`src/rtl/weight_loader_if.sv`:
```
// Weight loader bus: weight SRAM read port plus valid/ready MAC weight-register write port.
interface weight_loader_if #(
  parameter int N_MACS = 4,
  parameter int DATA_W = 8,
  parameter int ADDR_W = 6
);
  logic              mem_rd_en;
  logic [ADDR_W-1:0] mem_addr;
  logic [DATA_W-1:0] mem_rd_data;
  logic [N_MACS-1:0] mac_wr_en;
  logic [DATA_W-1:0] mac_wr_data;
  logic              mac_wr_ready;

  modport master (
    output mem_rd_en, mem_addr, mac_wr_en, mac_wr_data,
    input  mem_rd_data, mac_wr_ready
  );

  modport slave (
    input  mem_rd_en, mem_addr, mac_wr_en, mac_wr_data,
    output mem_rd_data, mac_wr_ready
  );
endinterface

```
`src/rtl/weight_loader.sv`:
```
// Weight loader: per load pulse, reads one weight per selected MAC from SRAM and writes it to that MAC.
// Optional running checksum of written weights: define WEIGHT_LOADER_CHECKSUM_EN.
module weight_loader #(
  parameter int N_MACS = 4,
  parameter int DATA_W = 8,
  parameter int ADDR_W = 6
) (
  input  logic              clk,
  input  logic              rst,
  input  logic [2:0]        load,
  input  logic [N_MACS-1:0] weight_ctrl,
  input  logic [ADDR_W-1:0] base_addr,
  weight_loader_if.master   bus,
  output logic              busy,
  output logic              done,
  output logic              load_err,
  output logic [15:0]       checksum
);

  localparam int IDX_W = (N_MACS > 1) ? $clog2(N_MACS) : 1;
  localparam logic [ADDR_W-1:0] GRP_OFFSET = ADDR_W'(N_MACS);

  typedef enum logic [2:0] {IDLE, ISSUE, CAPT, WRITE, DONE} state_t;

  state_t            state, state_nxt;
  logic [N_MACS-1:0] mask;
  logic [ADDR_W-1:0] base;
  logic              grp;
  logic [IDX_W-1:0]  idx, low_idx;
  logic [DATA_W-1:0] data_q;
  logic [N_MACS-1:0] sel, mask_left;
  logic              pulse, accept, xfer;
  logic              unused_load;

  // load[2] is reserved and deliberately ignored.
  assign unused_load = load[2];

  assign pulse     = load[0] | load[1];
  assign accept    = pulse && (state == IDLE);
  assign xfer      = (state == WRITE) && bus.mac_wr_ready;
  assign sel       = {{(N_MACS-1){1'b0}}, 1'b1} << idx;
  assign mask_left = mask & ~sel;
  assign busy      = (state != IDLE);

  // Lowest set bit wins: scan from the top so the lowest match is written last.
  always_comb begin
    low_idx = '0;
    for (int i = N_MACS - 1; i >= 0; i--) begin
      if (mask[i]) low_idx = IDX_W'(i);
    end
  end

  // NOTE: every output of a combinational block gets a default first, so no path leaves it unassigned and infers a latch.
  always_comb begin
    state_nxt       = state;
    bus.mem_rd_en   = 1'b0;
    bus.mem_addr    = '0;
    bus.mac_wr_en   = '0;
    bus.mac_wr_data = '0;
    done            = 1'b0;
    unique case (state)
      IDLE: if (pulse) state_nxt = (weight_ctrl != '0) ? ISSUE : DONE;
      ISSUE: begin
        bus.mem_rd_en = 1'b1;
        bus.mem_addr  = base + (grp ? GRP_OFFSET : '0) + ADDR_W'(low_idx);
        state_nxt     = CAPT;
      end
      CAPT: state_nxt = WRITE;
      WRITE: begin
        bus.mac_wr_en   = sel;
        bus.mac_wr_data = data_q;
        if (bus.mac_wr_ready) state_nxt = (mask_left != '0) ? ISSUE : DONE;
      end
      DONE: begin
        done      = 1'b1;
        state_nxt = IDLE;
      end
      default: state_nxt = IDLE;
    endcase
  end

  // NOTE: sequential state uses non-blocking assignments so every register samples pre-edge values.
  always_ff @(posedge clk or posedge rst) begin
    if (rst) begin
      state    <= IDLE;
      mask     <= '0;
      base     <= '0;
      grp      <= 1'b0;
      idx      <= '0;
      data_q   <= '0;
      load_err <= 1'b0;
    end else begin
      state <= state_nxt;
      if (accept) begin
        mask <= weight_ctrl;
        base <= base_addr;
        grp  <= ~load[0];
      end
      if (pulse && state != IDLE) load_err <= 1'b1;
      if (state == ISSUE) idx <= low_idx;
      if (state == CAPT) data_q <= bus.mem_rd_data;
      if (xfer) mask <= mask_left;
    end
  end

`ifdef WEIGHT_LOADER_CHECKSUM_EN
  always_ff @(posedge clk or posedge rst) begin
    if (rst)         checksum <= '0;
    else if (accept) checksum <= '0;
    else if (xfer)   checksum <= checksum + 16'(data_q);
  end
`else
  assign checksum = '0;
`endif

endmodule

```
`src/flat_wrapper.sv`:
```
// flat-port wrapper written by rule: the top's interface ports become plain ports
module weight_loader_flat 
#(
  parameter int N_MACS = 4,
  parameter int DATA_W = 8,
  parameter int ADDR_W = 6
)
  (clk, rst, load, weight_ctrl, base_addr, busy, done, load_err, checksum, bus_mem_rd_en, bus_mem_addr, bus_mac_wr_en, bus_mac_wr_data, bus_mem_rd_data, bus_mac_wr_ready);
  weight_loader_if #(.N_MACS(N_MACS), .DATA_W(DATA_W), .ADDR_W(ADDR_W)) bus_i ();
  input  logic clk;
  input  logic rst;
  input  logic [2:0] load;
  input  logic [N_MACS-1:0] weight_ctrl;
  input  logic [ADDR_W-1:0] base_addr;
  output logic busy;
  output logic done;
  output logic load_err;
  output logic [15:0] checksum;
  output wire logic [$bits(bus_i.mem_rd_en)-1:0] bus_mem_rd_en;
  output wire logic [$bits(bus_i.mem_addr)-1:0] bus_mem_addr;
  output wire logic [$bits(bus_i.mac_wr_en)-1:0] bus_mac_wr_en;
  output wire logic [$bits(bus_i.mac_wr_data)-1:0] bus_mac_wr_data;
  input wire logic [$bits(bus_i.mem_rd_data)-1:0] bus_mem_rd_data;
  input wire logic [$bits(bus_i.mac_wr_ready)-1:0] bus_mac_wr_ready;
  assign bus_mem_rd_en = bus_i.mem_rd_en;
  assign bus_mem_addr = bus_i.mem_addr;
  assign bus_mac_wr_en = bus_i.mac_wr_en;
  assign bus_mac_wr_data = bus_i.mac_wr_data;
  assign bus_i.mem_rd_data = bus_mem_rd_data;
  assign bus_i.mac_wr_ready = bus_mac_wr_ready;
  weight_loader #(.N_MACS(N_MACS), .DATA_W(DATA_W), .ADDR_W(ADDR_W)) u_core (.clk(clk), .rst(rst), .load(load), .weight_ctrl(weight_ctrl), .base_addr(base_addr), .bus(bus_i), .busy(busy), .done(done), .load_err(load_err), .checksum(checksum));
endmodule
```
`config.mk`:
```
export PLATFORM = sky130hd
export DESIGN_NAME = weight_loader_flat
export DESIGN_NICKNAME = d
export VERILOG_FILES = /design/src/rtl/weight_loader_if.sv /design/src/rtl/weight_loader.sv /design/src/flat_wrapper.sv
export SDC_FILE = /design/constraint.sdc
export NUM_CORES = 1
export LEC_CHECK = 0
export ABC_CLOCK_PERIOD_IN_PS = 1800
export CAP_MARGIN = 20
export CORE_MARGIN = 5
export CORE_UTILIZATION = 39
export DETAILED_ROUTE_END_ITERATION = 10
export GPL_TIMING_DRIVEN = 0
export PLACE_DENSITY = 0.73
export SYNTH_ARGS = -nofsm -noshare
export SYNTH_HDL_FRONTEND = slang
export SYNTH_SLANG_ARGS = --single-unit
```
`constraint.sdc`:
```
create_clock -name clk -period 1.8 [get_ports clk]
set_input_delay 0.18 -clock clk [delete_from_list [all_inputs] [get_ports clk]]
set_output_delay 0.18 -clock clk [all_outputs]
set_load 0.1 [all_outputs]
```
==> key figures <==
Worst setup path
  • Worst R2R Setup Slack: around 50 ps
  • Cell mode on critical path: a21oi_4
  • Crit-path leading delay family: simple AND/OR/NAND/NOR gates
  • Slowest stage delay, CP: 450 ps
  • Data arrival time of the worst path: roughly 2100 ps
  • Crit-path cells: nor2_4, nor3_4, ha_1, a21o_1, a21oi_4, or3_4, a21oi_4, buf_12
  • Crit path max fanout: 3
  • Crit Path Class: reg2out
  • Crit end category: output pin
  • WP buf/inv: 1
  • Worst Path Required: roughly 1600 ps
  • Slowest CP cell: dfrtp_2
  • Type of origin of the critical path: flop

Clocking
  • Cts hold-fix bufs: 0
  • Num CTS Buffers: 3
  • Longest Clk Path Bufs: 2
  • CTS tree: done
  • Worst-Skew Late Latency: roughly 260 ps
  • Clock Pin Slew Worst Setup and Hold Paths: approximately 90 ps
  • CTS Root Cell: clkbuf_8
  • Max H-tree Level: 1
  • CTS Sinks: 25

Global routing
  • All-layer global routing usage: about 15%
  • Vias in the first global route: 1304
  • Gr ovfl total: 0
  • First-pass GRT wire length: around 6200 um
  • Largest net degree at the start of global routing: 26
  • Initial antenna violation count: 0

Finish
  • Area delta synth->final: 67.5%
  • Post-route cell area: between 0.002 and 0.003 mm^2
  • Fillers: roughly 310
  • Fin cells: between 200 and 300
  • Multi-input logic area: 992 um^2
  • # diodes: 0
  • Storage cell area: 631 um^2
  • Most common cell after layout, fill and taps aside: buf_4
  • Nets: between 200 and 300
  • Share of cells above drive strength 1: about half
  • Most frequent cells in the layout: buf_4 (34), clkdlybuf4s50_1 (22), dfrtp_1 (21), conb_1 (16), buf_12 (14)

Timing
  • Final Max Slew Viols: 0
  • Final Hold Vio Count: 0
  • Worst Tran Pin Value: slightly below 1000 ps
  • Clock skew: approximately 2.3 ps
  • Setup violations, final: 5
  • RSZ-0062 raised after global routing: true
  • Hold slack: 90.1 ps
  • Post-route setup slack: -500 ps
  • Fin crit share: 128%
  • Slew margin rel.: 35.7%
  • Tmin final: 2300 ps
  • Max frequency: approximately 430 MHz

Outcome
  • Status: complete, but fails checks
  • Failing checks: negative setup slack

Placed design
  • Placed cell count: approximately 260
  • Placed cell area: 0.00221 mm^2
  • Quantity of I/O buffers inserted on ports: 44
  • HPWL Detailed: 2640 um
  • Routability Congestion: between 0.7 and 0.8
  • Pre-CTS setup slack: -1200 ps

Yosys
  • Post-synth ARST share: 100%
  • Ys Warns: 0
  • Sequential area share after synthesis: approximately two fifths
  • Post-synth top area share: between 30% and 40%
  • Top post-synthesis cells by area: dfrtp_1 (40%), mux2_4 (8.6%), buf_4 (7.6%), a21oi_1 (4.1%), and2_1 (3.6%)
  • Post-synth EDFFs: 0
  • Largest area contributor in the netlist: dfrtp_1
  • Seq cells post-synth: 25
  • Post-Syn Area per Cell: 10.7 um^2
  • Gate Count Post-Synth: about 150
  • Mapped Area: ~0.0016 mm^2
  • Cell variety after synth: 41
  • Main synth FF type: dfrtp_1

Job
  • Max-Cap Viols: 0

Detailed routing
  • DRC: 0
  • Via count: approximately 1300
  • Antenna viol nets, final: 0
  • DR vias/cell: about 4.7
  • Initial DRC count: 30
  • Routed wire length: about 3900 um
  • Wirelength per Cell: between 10 and 15 um
  • TritonRoute pass-1 iters: 4

Die
  • Total core area: a little under 0.004 mm^2
  • Rows: 23
  • Initial Util: 39.8%
  • Ports: slightly above 60
  • Die height: 73.6 um
  • Die X: 73.6 um
  • Die area: 0.00542 mm^2

Hold path
  • Hold Path Class: in2async
## path summary, 6_finish.rpt
kind,startpoint,endpoint,cells past startpoint
min in group clk,u_core.load_err,u_core.load_err,1
max,u_core.mask[2],bus_mem_addr[5],8
max in group asynchronous,rst,u_core.mask[2],3
min reg2reg,u_core.load_err,u_core.load_err,1
max reg2reg,u_core.mask[3],u_core.state[0],7
min,rst,u_core.base[4],2
## repair_timing
action | 4_1_cts | 5_1_grt
buffers inserted | 7 | 9
setup endpoints to repair | 22 | 20
pin swaps | 11 | 8
gates resized for setup | 175 | 25
## flip-flops by register name (all words and copies together) (netlist names)
signal / count
u_core.base: 6
u_core.grp: 1
u_core.idx: 2
u_core.mask: 4
u_core.data_q: 8
u_core.load_err: 1
u_core.state: 3
## worst reg2reg max path: stages (launching register included)
cell and delay, ps:
dfrtp_2 450, buf_4 140, buf_4 130, buf_4 130
mux2_4 270, nor4b_2 210, nor3_1 100, a31o_1 230
## synthesized netlist by cell type (2+ instances only)
| cell | instances |
|---|---|
| and3_1 | 3 |
| buf_4 | 16 |
| inv_1 | 3 |
| and2_1 | 9 |
| nor3_4 | 2 |
| mux2i_1 | 3 |
| mux2_1 | 5 |
| mux2_4 | 9 |
| xnor2_1 | 2 |
| a21oi_1 | 13 |
| nand2b_1 | 2 |
| nor4_1 | 2 |
| nor2_1 | 11 |
| ha_1 | 3 |
| nor4b_1 | 2 |
| inv_2 | 2 |
| mux2_2 | 3 |
| nor3_1 | 4 |
| dfrtp_1 | 25 |
| buf_6 | 3 |
| o21ai_1 | 2 |
| nand2_1 | 4 |
| nor2b_1 | 2 |
## logic make-up after synthesis
logic type	share of synthesized area, %
AOI/OAI and AO/OA	8.16
xor gates and xnor gates	1.66
adders and majority gates	3.65
buffers and inverters	12.2
DFF	39.6
muxes	16.2
other	0.237
and+or+nand+nor	18.3
## area by class of cell
| cell class | count | share of cell area [%] |
|---|---|---|
| clock buffers | 4 | 1.70 |
| multi-input cells | 112 | 37.5 |
| flip-flops and latches | 25 | 23.8 |
| repair buffers | 61 | 27.1 |
| inverters | 5 | 0.710 |
| plain buffers | 21 | 6.81 |
| well taps | 50 | 2.37 |
## routing by layer
metal  track usage (%)  up-vias  routed length (um)
met1              17.7      612                1490
met2              25.1       53                1970
li1                  -      638                   -
met5                 0        -                   0
met3              4.79        4                 378
met4              4.23        0                  37
## metrics by stage
stage	TNS (ps)	utilization, %
floorplan	-2950	-
global placement	-14820	55.8
detailed placement	-15130	55.8
CTS	-2540	62.1
global route	-2570	66.6
finish	-2130	66.6
Power is not shown: default switching activity piles up to over one toggle a cycle in this logic, so the estimate is an artifact.
